File: config.mk
export PLATFORM = sky130hd
export DESIGN_NAME = imm_extend_pipe_flat
export DESIGN_NICKNAME = d
export VERILOG_FILES = /design/src/rtl/imm_pkg.sv /design/src/rtl/imm_extend_pipe_if.sv /design/src/rtl/imm_rotator.sv /design/src/rtl/imm_extend_pipe.sv /design/src/flat_wrapper.sv
export SDC_FILE = /design/constraint.sdc
export NUM_CORES = 1
export LEC_CHECK = 0
export CORE_MARGIN = 3
export CORE_UTILIZATION = 51
export CTS_CLUSTER_DIAMETER = 30
export DETAILED_ROUTE_END_ITERATION = 10
export GPL_TIMING_DRIVEN = 0
export PLACE_DENSITY = 0.81
export SETUP_SLACK_MARGIN = 0.02
export SYNTH_ARGS = -nofsm -noshare
export SYNTH_HDL_FRONTEND = slang
export SYNTH_SLANG_ARGS = --single-unit
File: constraint.sdc
create_clock -name clk -period 5.7 [get_ports clk]
set_input_delay 1.14 -clock clk [delete_from_list [all_inputs] [get_ports clk]]
set_output_delay 1.14 -clock clk [all_outputs]
set_load 0.02 [all_outputs]
File: src/rtl/imm_pkg.sv
// rtl/imm_pkg.sv - imm_src encodings and default result width for the immediate extender
package imm_pkg;

  localparam int DEFAULT_DATA_W = 32;

  typedef enum logic [1:0] {
    IMM_8   = 2'b00,
    IMM_12  = 2'b01,
    IMM_BR  = 2'b10,
    IMM_ROT = 2'b11
  } imm_src_e;

endpackage

File: src/rtl/imm_extend_pipe_if.sv
// rtl/imm_extend_pipe_if.sv - request/result handshake bundle for imm_extend_pipe
interface imm_extend_pipe_if
  import imm_pkg::*;
#(
  parameter int DATA_W = DEFAULT_DATA_W
);

  logic              in_valid;
  logic              in_ready;
  logic [23:0]       instr;
  logic [1:0]        imm_src;
  logic              carry_in;
  logic              out_valid;
  logic              out_ready;
  logic [DATA_W-1:0] ext_imm;
  logic              carry_out;
  logic              err;

  modport master (
    output in_valid, instr, imm_src, carry_in, out_ready,
    input  in_ready, out_valid, ext_imm, carry_out, err
  );

  modport slave (
    input  in_valid, instr, imm_src, carry_in, out_ready,
    output in_ready, out_valid, ext_imm, carry_out, err
  );

endinterface

File: src/rtl/imm_rotator.sv
// rtl/imm_rotator.sv - rotate-right by twice a 4-bit amount, with shifter carry-out
module imm_rotator #(
  parameter int DATA_W = 32
) (
  input  logic [DATA_W-1:0] din,
  input  logic [3:0]        rot,
  input  logic              carry_in,
  output logic [DATA_W-1:0] dout,
  output logic              carry_out
);

  logic [4:0] amt;

  assign amt = {rot, 1'b0};

  // Modulo keeps the rotation correct when 2*rot can reach or exceed DATA_W.
  always_comb begin
    dout = '0;
    for (int i = 0; i < DATA_W; i++) begin
      dout[i] = din[(i + int'(amt)) % DATA_W];
    end
  end

  assign carry_out = (rot != 4'd0) ? dout[DATA_W-1] : carry_in;

endmodule

File: src/rtl/imm_extend_pipe.sv
// rtl/imm_extend_pipe.sv - two-stage immediate extender (S1 decode, S2 rotate/output)
// Mode 11 rotation is built only when IMM_EXTEND_ROT_EN is defined.
module imm_extend_pipe
  import imm_pkg::*;
#(
  parameter int DATA_W = DEFAULT_DATA_W
) (
  input  logic             clk,
  input  logic             reset,
  imm_extend_pipe_if.slave bus
);

  logic              s1_valid;
  logic [DATA_W-1:0] s1_base;
  logic              s1_carry;
  logic              s1_err;

  logic              s2_valid;
  logic [DATA_W-1:0] s2_ext;
  logic              s2_carry;
  logic              s2_err;

  logic              s2_adv;
  logic [DATA_W-1:0] dec_base;
  logic              dec_err;
  logic [DATA_W-1:0] s2_ext_d;
  logic              s2_carry_d;

`ifdef IMM_EXTEND_ROT_EN
  logic              dec_is_rot;
  logic              s1_is_rot;
  logic [3:0]        s1_rot;
  logic [DATA_W-1:0] rot_dout;
  logic              rot_carry;
`endif

  assign s2_adv       = !s2_valid || bus.out_ready;
  assign bus.in_ready = !s1_valid || s2_adv;

  always_comb begin
    dec_base = '0;
    dec_err  = 1'b0;
`ifdef IMM_EXTEND_ROT_EN
    dec_is_rot = 1'b0;
`endif
    case (imm_src_e'(bus.imm_src))
      IMM_8:   dec_base = DATA_W'(bus.instr[7:0]);
      IMM_12:  dec_base = DATA_W'(bus.instr[11:0]);
      IMM_BR:  dec_base = DATA_W'($signed({bus.instr, 2'b00}));
      IMM_ROT: begin
`ifdef IMM_EXTEND_ROT_EN
        dec_base   = DATA_W'(bus.instr[7:0]);
        dec_is_rot = 1'b1;
`else
        dec_err    = 1'b1;
`endif
      end
      default: dec_err = 1'b1;
    endcase
  end

  always_ff @(posedge clk or posedge reset) begin
    if (reset) begin
      s1_valid  <= 1'b0;
      s1_base   <= '0;
      s1_carry  <= 1'b0;
      s1_err    <= 1'b0;
`ifdef IMM_EXTEND_ROT_EN
      s1_is_rot <= 1'b0;
      s1_rot    <= '0;
`endif
    end else if (bus.in_ready) begin
      s1_valid <= bus.in_valid;
      if (bus.in_valid) begin
        s1_base   <= dec_base;
        s1_carry  <= bus.carry_in;
        s1_err    <= dec_err;
`ifdef IMM_EXTEND_ROT_EN
        s1_is_rot <= dec_is_rot;
        s1_rot    <= bus.instr[11:8];
`endif
      end
    end
  end

`ifdef IMM_EXTEND_ROT_EN
  imm_rotator #(
    .DATA_W(DATA_W)
  ) u_rotator (
    .din      (s1_base),
    .rot      (s1_rot),
    .carry_in (s1_carry),
    .dout     (rot_dout),
    .carry_out(rot_carry)
  );
`endif

  always_comb begin
    s2_ext_d   = s1_base;
    s2_carry_d = s1_carry;
`ifdef IMM_EXTEND_ROT_EN
    if (s1_is_rot) begin
      s2_ext_d   = rot_dout;
      s2_carry_d = rot_carry;
    end
`endif
  end

  // S2 only reloads on advance, so a stalled result holds stable.
  always_ff @(posedge clk or posedge reset) begin
    if (reset) begin
      s2_valid <= 1'b0;
      s2_ext   <= '0;
      s2_carry <= 1'b0;
      s2_err   <= 1'b0;
    end else if (s2_adv) begin
      s2_valid <= s1_valid;
      if (s1_valid) begin
        s2_ext   <= s2_ext_d;
        s2_carry <= s2_carry_d;
        s2_err   <= s1_err;
      end
    end
  end

  assign bus.out_valid = s2_valid;
  assign bus.ext_imm   = s2_ext;
  assign bus.carry_out = s2_carry;
  assign bus.err       = s2_err;

endmodule

File: src/flat_wrapper.sv
// flat-port wrapper written by rule: the top's interface ports become plain ports
module imm_extend_pipe_flat import imm_pkg::*;
#(
  parameter int DATA_W = DEFAULT_DATA_W
)
  (clk, reset, bus_in_valid, bus_instr, bus_imm_src, bus_carry_in, bus_out_ready, bus_in_ready, bus_out_valid, bus_ext_imm, bus_carry_out, bus_err);
  imm_extend_pipe_if #(.DATA_W(DATA_W)) bus_i ();
  input  logic clk;
  input  logic reset;
  input wire logic [$bits(bus_i.in_valid)-1:0] bus_in_valid;
  input wire logic [$bits(bus_i.instr)-1:0] bus_instr;
  input wire logic [$bits(bus_i.imm_src)-1:0] bus_imm_src;
  input wire logic [$bits(bus_i.carry_in)-1:0] bus_carry_in;
  input wire logic [$bits(bus_i.out_ready)-1:0] bus_out_ready;
  output wire logic [$bits(bus_i.in_ready)-1:0] bus_in_ready;
  output wire logic [$bits(bus_i.out_valid)-1:0] bus_out_valid;
  output wire logic [$bits(bus_i.ext_imm)-1:0] bus_ext_imm;
  output wire logic [$bits(bus_i.carry_out)-1:0] bus_carry_out;
  output wire logic [$bits(bus_i.err)-1:0] bus_err;
  assign bus_i.in_valid = bus_in_valid;
  assign bus_i.instr = bus_instr;
  assign bus_i.imm_src = bus_imm_src;
  assign bus_i.carry_in = bus_carry_in;
  assign bus_i.out_ready = bus_out_ready;
  assign bus_in_ready = bus_i.in_ready;
  assign bus_out_valid = bus_i.out_valid;
  assign bus_ext_imm = bus_i.ext_imm;
  assign bus_carry_out = bus_i.carry_out;
  assign bus_err = bus_i.err;
  imm_extend_pipe #(.DATA_W(DATA_W)) u_core (.clk(clk), .reset(reset), .bus(bus_i));
endmodule
==> results_dict.tcl, run 1 <==
set metrics [dict create \
    cp-start-kind "primary input" \
    cts-htree-levels 3 \
    nFillCells 320 \
    core_mm2 0.004504 \
    cts_resized 0 \
    endpoint_kind "output pin" \
    rows 24 \
    ys_seq_area_frac 0.5888 \
    clock.fmax_mhz 252.2 \
    path_max_fanout 10 \
    synth_cell_types 19 \
    avgViaCountPerCell 5.511 \
    layout.area.seq_mm2 0.001451 \
    syn_area_per_cell_um2 14.25 \
    rsz0062_at_grt "false" \
    clk_pin_slew_worst_paths_ps 60 \
    clockBufferDepth 2 \
    dieWidth_um 75.52 \
    track_usage 0.2036 \
    grt.met2_usage 0.3097 \
    cts_sinks 58 \
    avgRoutedWirePerCell_um 16.64 \
    path_buf_inv 3 \
    cp_slowest_stage_delay_ps 680 \
    crit_path_cell_trace "clkdlybuf4s50_1 > nand3b_4 > clkbuf_1 > clkdlybuf4s50_1" \
    fin_setup_tns_ps 0 \
    portBuffers 65 \
    drt-initial-drc-count 59 \
    synth_nets 204 \
    place_congestion 0.7696 \
    syn_inst 173 \
    synth_top_area_share 0.5888 \
    ys_top_cells_by_area "dfrtp_1, mux2_2, a21bo_2, nand4_1, buf_4" \
    p_per_area_mw_per_mm2 347.6 \
    crit_path_top_delay_cell "clkdlybuf4s50_1" \
    crit_top_cell "clkdlybuf4s50_1" \
    worstPathArrival_ps 2830 \
    p_leak_nw 1.555 \
    n_antenna_cell 0 \
    dieArea_mm2 0.005703 \
    initial_core_util 0.5472 \
    finClkSkew_ps 6.281 \
    slew_headroom 0.6795 \
    status "complete, no violations" \
    slew_viol_final 0 \
    cts_buffers 9 \
    use_met3 0.07520 \
    setup_viol 0 \
    root_buffer "clkbuf_8" \
    pin_count 67 \
    required_ps 4560 \
    maxCapViolations 0 \
    vias 1692 \
    synth_area_mm2 0.002465 \
    nets 281 \
    met1_usage 0.2668 \
    multi_input_area_um2 875.8 \
    final_cell_mix "clkdlybuf4s50_1, dfrtp_1, mux2_2, nand4_1, a21bo_2" \
    hp-class "reg -> reg" \
    clock_latency_ps 330 \
    dp.cells 291 \
    final_common_cell "clkdlybuf4s50_1" \
    grt_antenna_before_repair 0 \
    die_h_um 75.52 \
    ctsHoldBuffers 0 \
    layout-drive-gt1-share 0.3333 \
    layout.cells.non_filler 307 \
    overflow 0 \
    synth-seq-cells 58 \
    grt_pass1_wl_um 8362 \
    grt_pass1_vias 1719 \
    ant_nets 0 \
    crit_type "in -> out" \
    routed_wirelength_um 5108 \
    grt_max_degree 42 \
    post_cts.repair.setup_buffers 0 \
    firstDrtPassIters 4 \
    period_needed_ps 3965 \
    hold_viol 0 \
    area_growth_pct 37.87 \
    cts_tree "built" \
    dpl.hpwl_um 3654 \
    worst_pin_slew_ps 480.7 \
    vdd_drop_max_mv 0.2068 \
    path_delay_family "buffers and inverters" \
    ys_warn_count 0 \
    post-route-period-util 0.6957 \
    drc 0 \
    synth_top_area_cell "dfrtp_1" \
    grt_busiest_layer "met2" \
]
## worst reg2reg max path: stages (launching register included)
cell,delay [ps]
dfrtp_1,420
nand2b_1,110
nand2_2,240
buf_6,210
mux2_2,350
## state kept, by name, summed over array words and instances, names as in the netlist
name	flops
u_core.s1_valid	1
u_core.s1_carry	1
u_core.bus.err	1
u_core.bus.ext_imm	26
u_core.bus.out_valid	1
u_core.bus.carry_out	1
u_core.s1_base	26
u_core.s1_err	1
## layout make-up
cell class | instances | area share
Timing Repair Buffer | 66 | 0.1973
Clock buffer | 14 | 0.04786
Inverter | 2 | 0.002209
Buffer | 18 | 0.03829
Tap cell | 52 | 0.01915
Clock inverter | 2 | 0.01031
Multi-Input combinational cell | 95 | 0.2577
Sequential cell | 58 | 0.4271
## where the power goes
part	switching (mW)	internal [mW]	total, mW
logic	0.132	0.164	0.296
registers	0.0338	0.473	0.507
clock network	0.153	0.226	0.379
total	0.318	0.863	1.18
## cells in the mapped netlist (all sizes together)
cell    number
nand2        2
a22o         6
nand3b       1
dfrtp       58
a21bo       15
nand4       15
nor2b        1
inv          2
buf         15
a21oi        4
mux2        37
a22oi        4
nand2b       3
and2b        3
a31oi        4
clkbuf       3
## per-layer routing
layer | vias up | share of wire
li1 | 784 | -
met4 | 0 | 0.0092
met2 | 64 | 0.48
met5 | - | 0
met1 | 839 | 0.45
met3 | 5 | 0.057
## per-stage QoR
stage                     setup slack, ps  hold WS, ps  power [mW]  cell area (µm²)    util
after global routing                 1613        494.8       1.236             3398  0.7544
after detailed placement             1723        472.3      0.8125             3201  0.7106
final                                1735        485.4       1.181             3398  0.7544
after CTS                            1721        486.1       1.192             3398  0.7544
after floorplan                      2876        458.9      0.6706             2465       -
after global placement               1712        467.7      0.8042             3181  0.7061
## cells by family (layout without fill, tap and decap cells)
group / count (synthesis) / after routing / share of synthesized area
compound gates: 33 / 33 / 0.1127
flops: 58 / 58 / 0.5888
mux: 37 / 37 / 0.1690
simple gates: 25 / 25 / 0.07360
buf+inv: 20 / 102 / 0.05584
## final timing paths
kind                                                  start                                end  slack [ps]  cells past startpoint
min                          u_core.s1_base[24]$_DFFE_PP0P_     u_core.s1_base[24]$_DFFE_PP0P_         490                      1
min reg2reg                  u_core.s1_base[24]$_DFFE_PP0P_     u_core.s1_base[24]$_DFFE_PP0P_         490                      1
min in group asynchronous                             reset        u_core.s1_carry$_DFFE_PP0P_        1120                      2
max in group asynchronous                             reset      u_core.s1_base[6]$_DFFE_PP0P_        4040                      3
max                                           bus_out_ready                       bus_in_ready        1730                      4
max reg2reg                u_core.bus.out_valid$_DFFE_PP0P_  u_core.bus.ext_imm[0]$_DFFE_PP0P_        4250                      4
(Power assumes the default switching activity.)
==> run 2, diff against run 1 <==
--- a/config.mk
+++ b/config.mk
@@ -6,11 +6,11 @@
 export NUM_CORES = 1
 export LEC_CHECK = 0
 export CORE_MARGIN = 3
-export CORE_UTILIZATION = 51
+export CORE_UTILIZATION = 43
 export CTS_CLUSTER_DIAMETER = 30
 export DETAILED_ROUTE_END_ITERATION = 10
 export GPL_TIMING_DRIVEN = 0
-export PLACE_DENSITY = 0.81
+export PLACE_DENSITY = 0.72
 export SETUP_SLACK_MARGIN = 0.02
 export SYNTH_ARGS = -nofsm -noshare
 export SYNTH_HDL_FRONTEND = slang
==> constraint.sdc (replaced) <==
create_clock -name clk -period 3.3 [get_ports clk]
set_input_delay 0.66 -clock clk [delete_from_list [all_inputs] [get_ports clk]]
set_output_delay 0.66 -clock clk [all_outputs]
set_load 0.02 [all_outputs]
==> results_dict.tcl, run 2 (same netlist as run 1, synthesis figures left out) <==
set metrics [dict create \
    n_antenna_cell 0 \
    vias 1664 \
    period_needed_ps 3061 \
    overflow 0 \
    drt-initial-drc-count 89 \
    clockBufferDepth 2 \
    min_from "u_core.s1_err$_DFFE_PP0P_" \
    endpoint_kind "output pin" \
    worstPathArrival_ps 2400 \
    maxCapViolations 0 \
    clk_pin_slew_worst_paths_ps 60 \
    core_mm2 0.005335 \
    fin_hold_ws_ps 482.3 \
    cp-start-kind "primary input" \
    cts_buffers 9 \
    p_per_area_mw_per_mm2 561.4 \
    holdPathEnd "u_core.s1_err$_DFFE_PP0P_" \
    dieWidth_um 81.71 \
    dieArea_mm2 0.006677 \
    hp-class "reg -> reg" \
    layout-drive-gt1-share 0.3346 \
    fin_setup_tns_ps 0 \
    pin_count 67 \
    portBuffers 65 \
    ctsHoldBuffers 0 \
    rows 26 \
    nFillCells 449 \
    crit_type "in -> out" \
    place_congestion 0.7128 \
    ant_nets 0 \
    drc 0 \
    vdd_drop_max_mv 0.3191 \
    dpl.hpwl_um 3768 \
    routed_wirelength_um 5034 \
    required_ps 2640 \
    cts-htree-levels 3 \
    track_usage 0.1669 \
    avgRoutedWirePerCell_um 15.54 \
    setup_viol 0 \
    die_h_um 81.71 \
    initial_core_util 0.4620 \
    status "complete, no violations" \
    finClkSkew_ps 6.144 \
    slew_viol_final 0 \
    worst_pin_slew_ps 594.1 \
    post_cts.repair.setup_buffers 0 \
    cts_tree "built" \
    p_leak_nw 1.537 \
    grt_pass1_wl_um 8300 \
    nets 281 \
    grt_pass1_vias 1770 \
    path_max_fanout 10 \
    r2r_end "u_core.bus.ext_imm[30]$_DFFE_PP0P_" \
    worstRegToRegCells 4 \
    grt_max_degree 32 \
    cts_sinks 58 \
    cts_resized 0 \
    final_common_cell "clkdlybuf4s50_1" \
    grt_antenna_before_repair 0 \
    rsz0062_at_grt "false" \
    slew_headroom 0.6033 \
    firstDrtPassIters 4 \
    reg2reg_from "u_core.bus.out_valid$_DFFE_PP0P_" \
    r2r_slack_ps 1880 \
    root_buffer "clkbuf_8" \
    hold_viol 0 \
    post-route-period-util 0.9276 \
    clock_latency_ps 320 \
    clock.fmax_mhz 326.7 \
    whs_path_depth 1 \
    area_growth_pct 36.90 \
    avgViaCountPerCell 5.136 \
    final_cell_mix "clkdlybuf4s50_1, dfrtp_1, mux2_2, nand4_1, a21bo_2" \
]
-- run 2: cell count changes in the layout (fill, tap and decap cells not counted), sizes merged --
cell / change
clkbuf: -3
bufinv: -1
clkinv: +3
-- run 2: cell type report --
cell class	instances	area [µm²]	area share
flip-flops and latches	58	1451	0.4301
multi-input cells	95	875.8	0.2595
repair buffers	66	670.6	0.1987
clock buffers	11	131.4	0.03893
plain buffers	18	130.1	0.03856
well taps	70	87.58	0.02595
clock inverters	4	20.02	0.005933
inverters	2	7.507	0.002225
-- run 2: worst max-delay path by stage --
stage / slack [ps] / cells after the start / startpoint / end
after global routing: 110 / 4 / bus_out_ready / bus_in_ready
after global placement: 180 / 2 / reset / u_core.bus.ext_imm[7]$_DFFE_PP0P_
final: 240 / 4 / bus_out_ready / bus_in_ready
after floorplan: 1210 / 1 / reset / u_core.bus.carry_out$_DFFE_PP0P_
after detailed placement: 270 / 4 / bus_out_ready / bus_in_ready
after CTS: 240 / 4 / bus_out_ready / bus_in_ready
-- run 2: critical path, cell delays in order --
cell and delay [ps]:
clkdlybuf4s50_1 500, nand3b_4 200, clkbuf_1 340, clkdlybuf4s50_1 700
-- run 2: through the flow --
stage | cell area (µm²) | worst slack [ps] | utilization | cells | power, mW
3_5_place_dp | 3223 | 274.7 | 0.6041 | 309 | 1.404
4_1_cts | 3374 | 241.1 | 0.6325 | 324 | 1.922
5_1_grt | 3374 | 105.7 | 0.6325 | 324 | 1.996
6_report | 3374 | 238.9 | 0.6325 | 324 | 1.895
2_1_floorplan | 2465 | 1212 | - | 173 | 1.158
3_3_place_gp | 3203 | 179.6 | 0.6004 | 308 | 1.391
-- run 2: power by group --
| group | total [mW] | leakage, nW | internal, mW | switching (mW) |
|---|---|---|---|---|
| clock | 0.510 | 0.0827 | 0.263 | 0.248 |
| sequential | 0.875 | 0.742 | 0.818 | 0.0575 |
| combinational | 0.509 | 0.713 | 0.283 | 0.226 |
-- run 2: metal layers --
layer | share of wire | vias to the layer above | global-route usage
met2 | 0.49 | 48 | 0.2777
li1 | - | 784 | -
met4 | 0.0077 | 0 | 0.05980
met3 | 0.061 | 4 | 0.04386
met1 | 0.44 | 828 | 0.2103
met5 | 0 | - | 0
==> run 3, diff against run 2 <==
--- a/config.mk
+++ b/config.mk
@@ -12,6 +12,7 @@
 export GPL_TIMING_DRIVEN = 0
 export PLACE_DENSITY = 0.72
 export SETUP_SLACK_MARGIN = 0.02
+export SLEW_MARGIN = 10
 export SYNTH_ARGS = -nofsm -noshare
 export SYNTH_HDL_FRONTEND = slang
 export SYNTH_SLANG_ARGS = --single-unit
==> results of run 3 <==
The final DEF is identical to that of run 2; final timing and power are the same.
